<file path="config.mk">
export PLATFORM = sky130hd
export DESIGN_NAME = xalu
export DESIGN_NICKNAME = d
export VERILOG_FILES = /design/src/rtl/xalu.sv
export SDC_FILE = /design/constraint.sdc
export NUM_CORES = 2
export LEC_CHECK = 0
export ABC_CLOCK_PERIOD_IN_PS = 10400
export CORE_UTILIZATION = 50
export DETAILED_ROUTE_END_ITERATION = 8
export PLACE_DENSITY = 0.77
export REMOVE_ABC_BUFFERS = 1
export SYNTH_ARGS = -nofsm -noshare
export SYNTH_HDL_FRONTEND = slang
export SYNTH_SLANG_ARGS = --single-unit
</file>
<file path="constraint.sdc">
create_clock -name clk -period 10.4 [get_ports clk]
set_input_delay 2.08 -clock clk [delete_from_list [all_inputs] [get_ports clk]]
set_output_delay 2.08 -clock clk [all_outputs]
set_load 0.05 [all_outputs]
</file>
<file path="src/rtl/xalu.sv">
// HI/LO multiply-divide unit: 4-cycle multiply, 33-cycle restoring divide, and MTHI/MTLO.
// Busy comes straight from a flop and is high in every cycle the FSM is away from IDLE.
module xalu (
  input  logic        clk,
  input  logic        reset,
  input  logic        Start,
  input  logic [2:0]  Op,
  input  logic [31:0] A,
  input  logic [31:0] B,
  input  logic        ExceptionFlush,
  output logic        Busy,
  output logic [31:0] HI,
  output logic [31:0] LO,
  output logic [1:0]  dbg_state_o
);

  typedef enum logic [1:0] {IDLE, MUL_RUN, DIV_RUN, DIV_FIX} state_t;

  localparam logic [2:0] OP_MULT  = 3'd0;
  localparam logic [2:0] OP_MULTU = 3'd1;
  localparam logic [2:0] OP_DIV   = 3'd2;
  localparam logic [2:0] OP_DIVU  = 3'd3;
  localparam logic [2:0] OP_MTHI  = 3'd4;
  localparam logic [2:0] OP_MTLO  = 3'd5;

  state_t      state_q, state_d;
  logic [5:0]  cnt_q, cnt_d;
  logic        busy_q, busy_d;
  logic [31:0] hi_q, hi_d, lo_q, lo_d;
  logic [32:0] ma_q, ma_d, mb_q, mb_d;
  logic [31:0] dvd_q, dvd_d, dvs_q, dvs_d, rem_q, rem_d;
  logic        negq_q, negq_d, negr_q, negr_d, dz_q, dz_d;

  logic        issue;
  logic        a_neg, b_neg;
  logic [65:0] prod;
  logic [32:0] shifted, diff;

  // Handshake: an issue is taken only when Start is high, no flush, the unit is idle and Op is defined.
  assign issue   = Start && !ExceptionFlush && !busy_q && (Op <= OP_MTLO);
  assign a_neg   = (Op == OP_DIV) && A[31];
  assign b_neg   = (Op == OP_DIV) && B[31];
  assign prod    = $signed(ma_q) * $signed(mb_q);
  assign shifted = {rem_q, dvd_q[31]};
  assign diff    = shifted - {1'b0, dvs_q};

  always_comb begin
    state_d = state_q;
    cnt_d   = cnt_q;
    hi_d    = hi_q;
    lo_d    = lo_q;
    ma_d    = ma_q;
    mb_d    = mb_q;
    dvd_d   = dvd_q;
    dvs_d   = dvs_q;
    rem_d   = rem_q;
    negq_d  = negq_q;
    negr_d  = negr_q;
    dz_d    = dz_q;
    case (state_q)
      IDLE: begin
        if (issue) begin
          case (Op)
            OP_MULT, OP_MULTU: begin
              ma_d    = {(Op == OP_MULT) && A[31], A};
              mb_d    = {(Op == OP_MULT) && B[31], B};
              cnt_d   = 6'd0;
              state_d = MUL_RUN;
            end
            OP_DIV, OP_DIVU: begin
              dvd_d   = a_neg ? -A : A;
              dvs_d   = b_neg ? -B : B;
              rem_d   = 32'd0;
              negq_d  = a_neg ^ b_neg;
              negr_d  = a_neg;
              dz_d    = (B == 32'd0);
              cnt_d   = 6'd0;
              state_d = DIV_RUN;
            end
            OP_MTHI: hi_d = A;
            OP_MTLO: lo_d = A;
            default: ;
          endcase
        end
      end
      MUL_RUN: begin
        cnt_d = cnt_q + 6'd1;
        if (cnt_q == 6'd3) begin
          hi_d    = prod[63:32];
          lo_d    = prod[31:0];
          cnt_d   = 6'd0;
          state_d = IDLE;
        end
      end
      DIV_RUN: begin
        // Restoring step: keep the trial subtraction only when it did not borrow.
        rem_d = diff[32] ? shifted[31:0] : diff[31:0];
        dvd_d = {dvd_q[30:0], ~diff[32]};
        cnt_d = cnt_q + 6'd1;
        if (cnt_q == 6'd31) begin
          cnt_d   = 6'd0;
          state_d = DIV_FIX;
        end
      end
      DIV_FIX: begin
        if (!dz_q) begin
          lo_d = negq_q ? -dvd_q : dvd_q;
          hi_d = negr_q ? -rem_q : rem_q;
        end
        state_d = IDLE;
      end
      default: state_d = IDLE;
    endcase
    busy_d = (state_d != IDLE);
  end

  always_ff @(posedge clk or posedge reset) begin
    if (reset) begin
      state_q <= IDLE;
      cnt_q   <= 6'd0;
      busy_q  <= 1'b0;
      hi_q    <= 32'd0;
      lo_q    <= 32'd0;
      ma_q    <= 33'd0;
      mb_q    <= 33'd0;
      dvd_q   <= 32'd0;
      dvs_q   <= 32'd0;
      rem_q   <= 32'd0;
      negq_q  <= 1'b0;
      negr_q  <= 1'b0;
      dz_q    <= 1'b0;
    end else begin
      state_q <= state_d;
      cnt_q   <= cnt_d;
      busy_q  <= busy_d;
      hi_q    <= hi_d;
      lo_q    <= lo_d;
      ma_q    <= ma_d;
      mb_q    <= mb_d;
      dvd_q   <= dvd_d;
      dvs_q   <= dvs_d;
      rem_q   <= rem_d;
      negq_q  <= negq_d;
      negr_q  <= negr_d;
      dz_q    <= dz_d;
    end
  end

  assign Busy        = busy_q;
  assign HI          = hi_q;
  assign LO          = lo_q;
  assign dbg_state_o = state_q;

endmodule

</file>
==> results_dict.tcl <==
set metrics [dict create \
    status "finished clean" \
    peakVddDrop_uv 94.20 \
    grtUsageMet2 0.4811 \
    vias_per_cell 5.715 \
    synth_common_cells "inv_1 (1171), fa_1 (1126), nand2_1 (773)" \
    gp_congestion 0.9713 \
    hp-start "dvs_q[24]" \
    p_per_area_nw_per_um2 36.39 \
    post_dp_cell_area_um2 55220 \
    yosysSeqAreaShare 0.1136 \
    layout-area-overhead-vs-synth_pct 7.030 \
    synth.avg_cell_area_um2 9.140 \
    final_area_um2 56120 \
    min_path_cells 2 \
    synth-edff-count 0 \
    grt.overflow.total 0 \
    start_kind "register" \
    clockRootBuffer "clkbuf_16" \
    gr-max-usage-layer "met2" \
    wl_per_cell_um 21.07 \
    p_leak_nw 28.28 \
    fmax_ghz 0.1032 \
    critPathKind "reg2reg" \
    yosys_warnings 0 \
    insertion_delay_ns 0.56 \
    yosysTopAreaCell "fa_1" \
    cts_hold_buf 0 \
    critical_path.max_fanout 24 \
    slew_violations 0 \
    cp.required_ns 10.82 \
    io_buffers 137 \
    antenna_found_initial 8 \
    numCtsBuffers 28 \
    worst-r2r-cell-count 27 \
    path_clk_slew_ns 0.06 \
    htreeDepth 1 \
    routed-via-count 40580 \
    path_common_cell "fa_1" \
    clock-sinks 238 \
    nNetsFinal 7150 \
    setup_viol 0 \
    grt.total_usage 0.2908 \
    relSlewSlack 0.1133 \
    grt_pass1_vias 43624 \
    cts_tree "built" \
    drt_pass1_iterations 7 \
    reg2reg_to "HI[31]" \
    hold_path_class "reg2reg" \
    core_area_um2 103800 \
    synth_ff_type "dfrtp_1" \
    reg2reg_slack_ns 0.71 \
    reg2reg_from "mb_q[11]" \
    drtIter0Drc 3790 \
    async_reset_ff_frac 1.000 \
    crit_path_top_delay_cell "dfrtp_1" \
    hold_violations 0 \
    die_x_um 325.8 \
    fillers 9081 \
    dp.final_hpwl_um 120700 \
    holdPathEnd "dvs_q[24]" \
    yosysMostFrequentCell "inv_1" \
    grtUsageMet1 0.3741 \
    rsz0062_at_grt "no" \
    grt_first_pass_wirelength_um 240600 \
    fp-row-count 118 \
    critPathMaxStageDelay_ns 1.17 \
    syn_area_um2 52440 \
    period_share 0.9320 \
    postRouteAntennaNets 0 \
    setup_tns_ns 0 \
    synth_top_area_share 0.4299 \
    initial_core_util 0.5052 \
    timing.max_cap.violations 0 \
    cts_setup_buffers 0 \
    drive_gt1_frac 0.04039 \
    power_mw 2.042 \
    worstPathArrival_ns 10.11 \
    finalWirelength_um 149600 \
    yosys.cell_types.count 73 \
    pin_count 138 \
    cts_resized 0 \
    die-area_um2 106200 \
    drc 0 \
    synthTopCellsByArea "fa_1 (43%), dfrtp_1 (11%), inv_1 (8.4%)" \
    synth_seq_cells 238 \
    synthCells 5737 \
    endpoint_kind "register" \
    fin_crit_ns 9.693 \
    grtUsageMet3 0.05109 \
    tightest_slew_ns 1.330 \
    fin_worst_skew_ns 0.01814 \
    cts_buffer_depth 3 \
    grt_max_degree 106 \
    die_h_um 325.8 \
]
==> cell type report <==
cell class,count,area (µm²),share of cell area
sequential,238,5957,0.1061
multi-input combinational,4022,40990,0.7304
inverter,1172,4407,0.07852
antenna,1,2.502,0.00004459
tap,1380,1727,0.03077
clock buffer,43,828.3,0.01476
clock inverter,6,67.56,0.001204
timing repair buffer,238,2140,0.03812
==> routing by layer <==
metal	vias up	share of wire
met4	10	0.053
met1	20894	0.38
li1	17282	-
met2	1978	0.48
met3	416	0.092
met5	-	0.00038
==> kinds of logic after synthesis <==
logic type,after synthesis,share of synthesized area
buffers and inverters,1477,0.1058
xor gates and xnor gates,212,0.03555
DFF,238,0.1136
adders and majority gates,1379,0.4903
AOI/OAI and AO/OA,653,0.07915
muxes,89,0.01837
and+or+nand+nor,1689,0.1573
==> registers in the layout, indices dropped and copies added, names as in the netlist <==
signal and count:
dvs_q 32, Busy 1, negq_q 1, cnt_q 6, dvd_q 32, LO 32
mb_q 33, HI 32, ma_q 33, dz_q 1, dbg_state_o 2, negr_q 1
rem_q 32
==> per-stage QoR <==
step | setup slack (ns) | hold WS (ns) | util | std cells
after global routing | 0.2762 | 0.5153 | 0.5407 | 7099
after detailed placement | 0.9694 | 0.4717 | 0.5321 | 7050
after floorplan | 1.789 | 0.4498 | - | 5432
after CTS | 0.8764 | 0.4851 | 0.5407 | 7099
after global placement | 0.6728 | 0.4617 | 0.5320 | 7049
final | 0.7069 | 0.4814 | 0.5407 | 7100
==> report_power, final <==
part	switching, mW	internal, mW	total [mW]
Combinational	0.0850	0.0424	0.127
Clock	0.417	0.571	0.988
Sequential	0.000189	0.926	0.926
Total	0.502	1.54	2.04
==> worst max-delay path: cells and delay by family, from the launching register on <==
kind | cells | cell delay, ns
fa+ha+maj | 9 | 4.36
compound gates | 9 | 2.50
flops | 1 | 1.17
simple gates | 3 | 0.90
buf+inv | 6 | 0.60
==> worst max path at each step <==
stage	startpoint	endpoint	slack [ns]	depth (start not counted)
detailed placement	mb_q[0]	HI[31]	0.97	25
finish	mb_q[11]	HI[31]	0.71	27
floorplan	reset	Busy	1.79	1
global placement	mb_q[10]	HI[28]	0.67	25
global route	mb_q[10]	HI[31]	0.28	27
CTS	mb_q[0]	HI[31]	0.88	25
==> placed cells by master, fill, tap and decap left out, drive strengths merged, types with 58 or more instances in the layout <==
master,netlist,routed
a21oi,147,147
and2,542,542
buf,9,101
clkdlybuf4s50,0,137
dfrtp,238,238
fa,1126,1126
ha,253,253
inv,1171,1172
mux2,58,58
nand2,773,773
nor2,152,152
o21ai,191,191
xnor2,146,146
xor2,66,66
No activity file was read; power rests on OpenSTA's default activity.
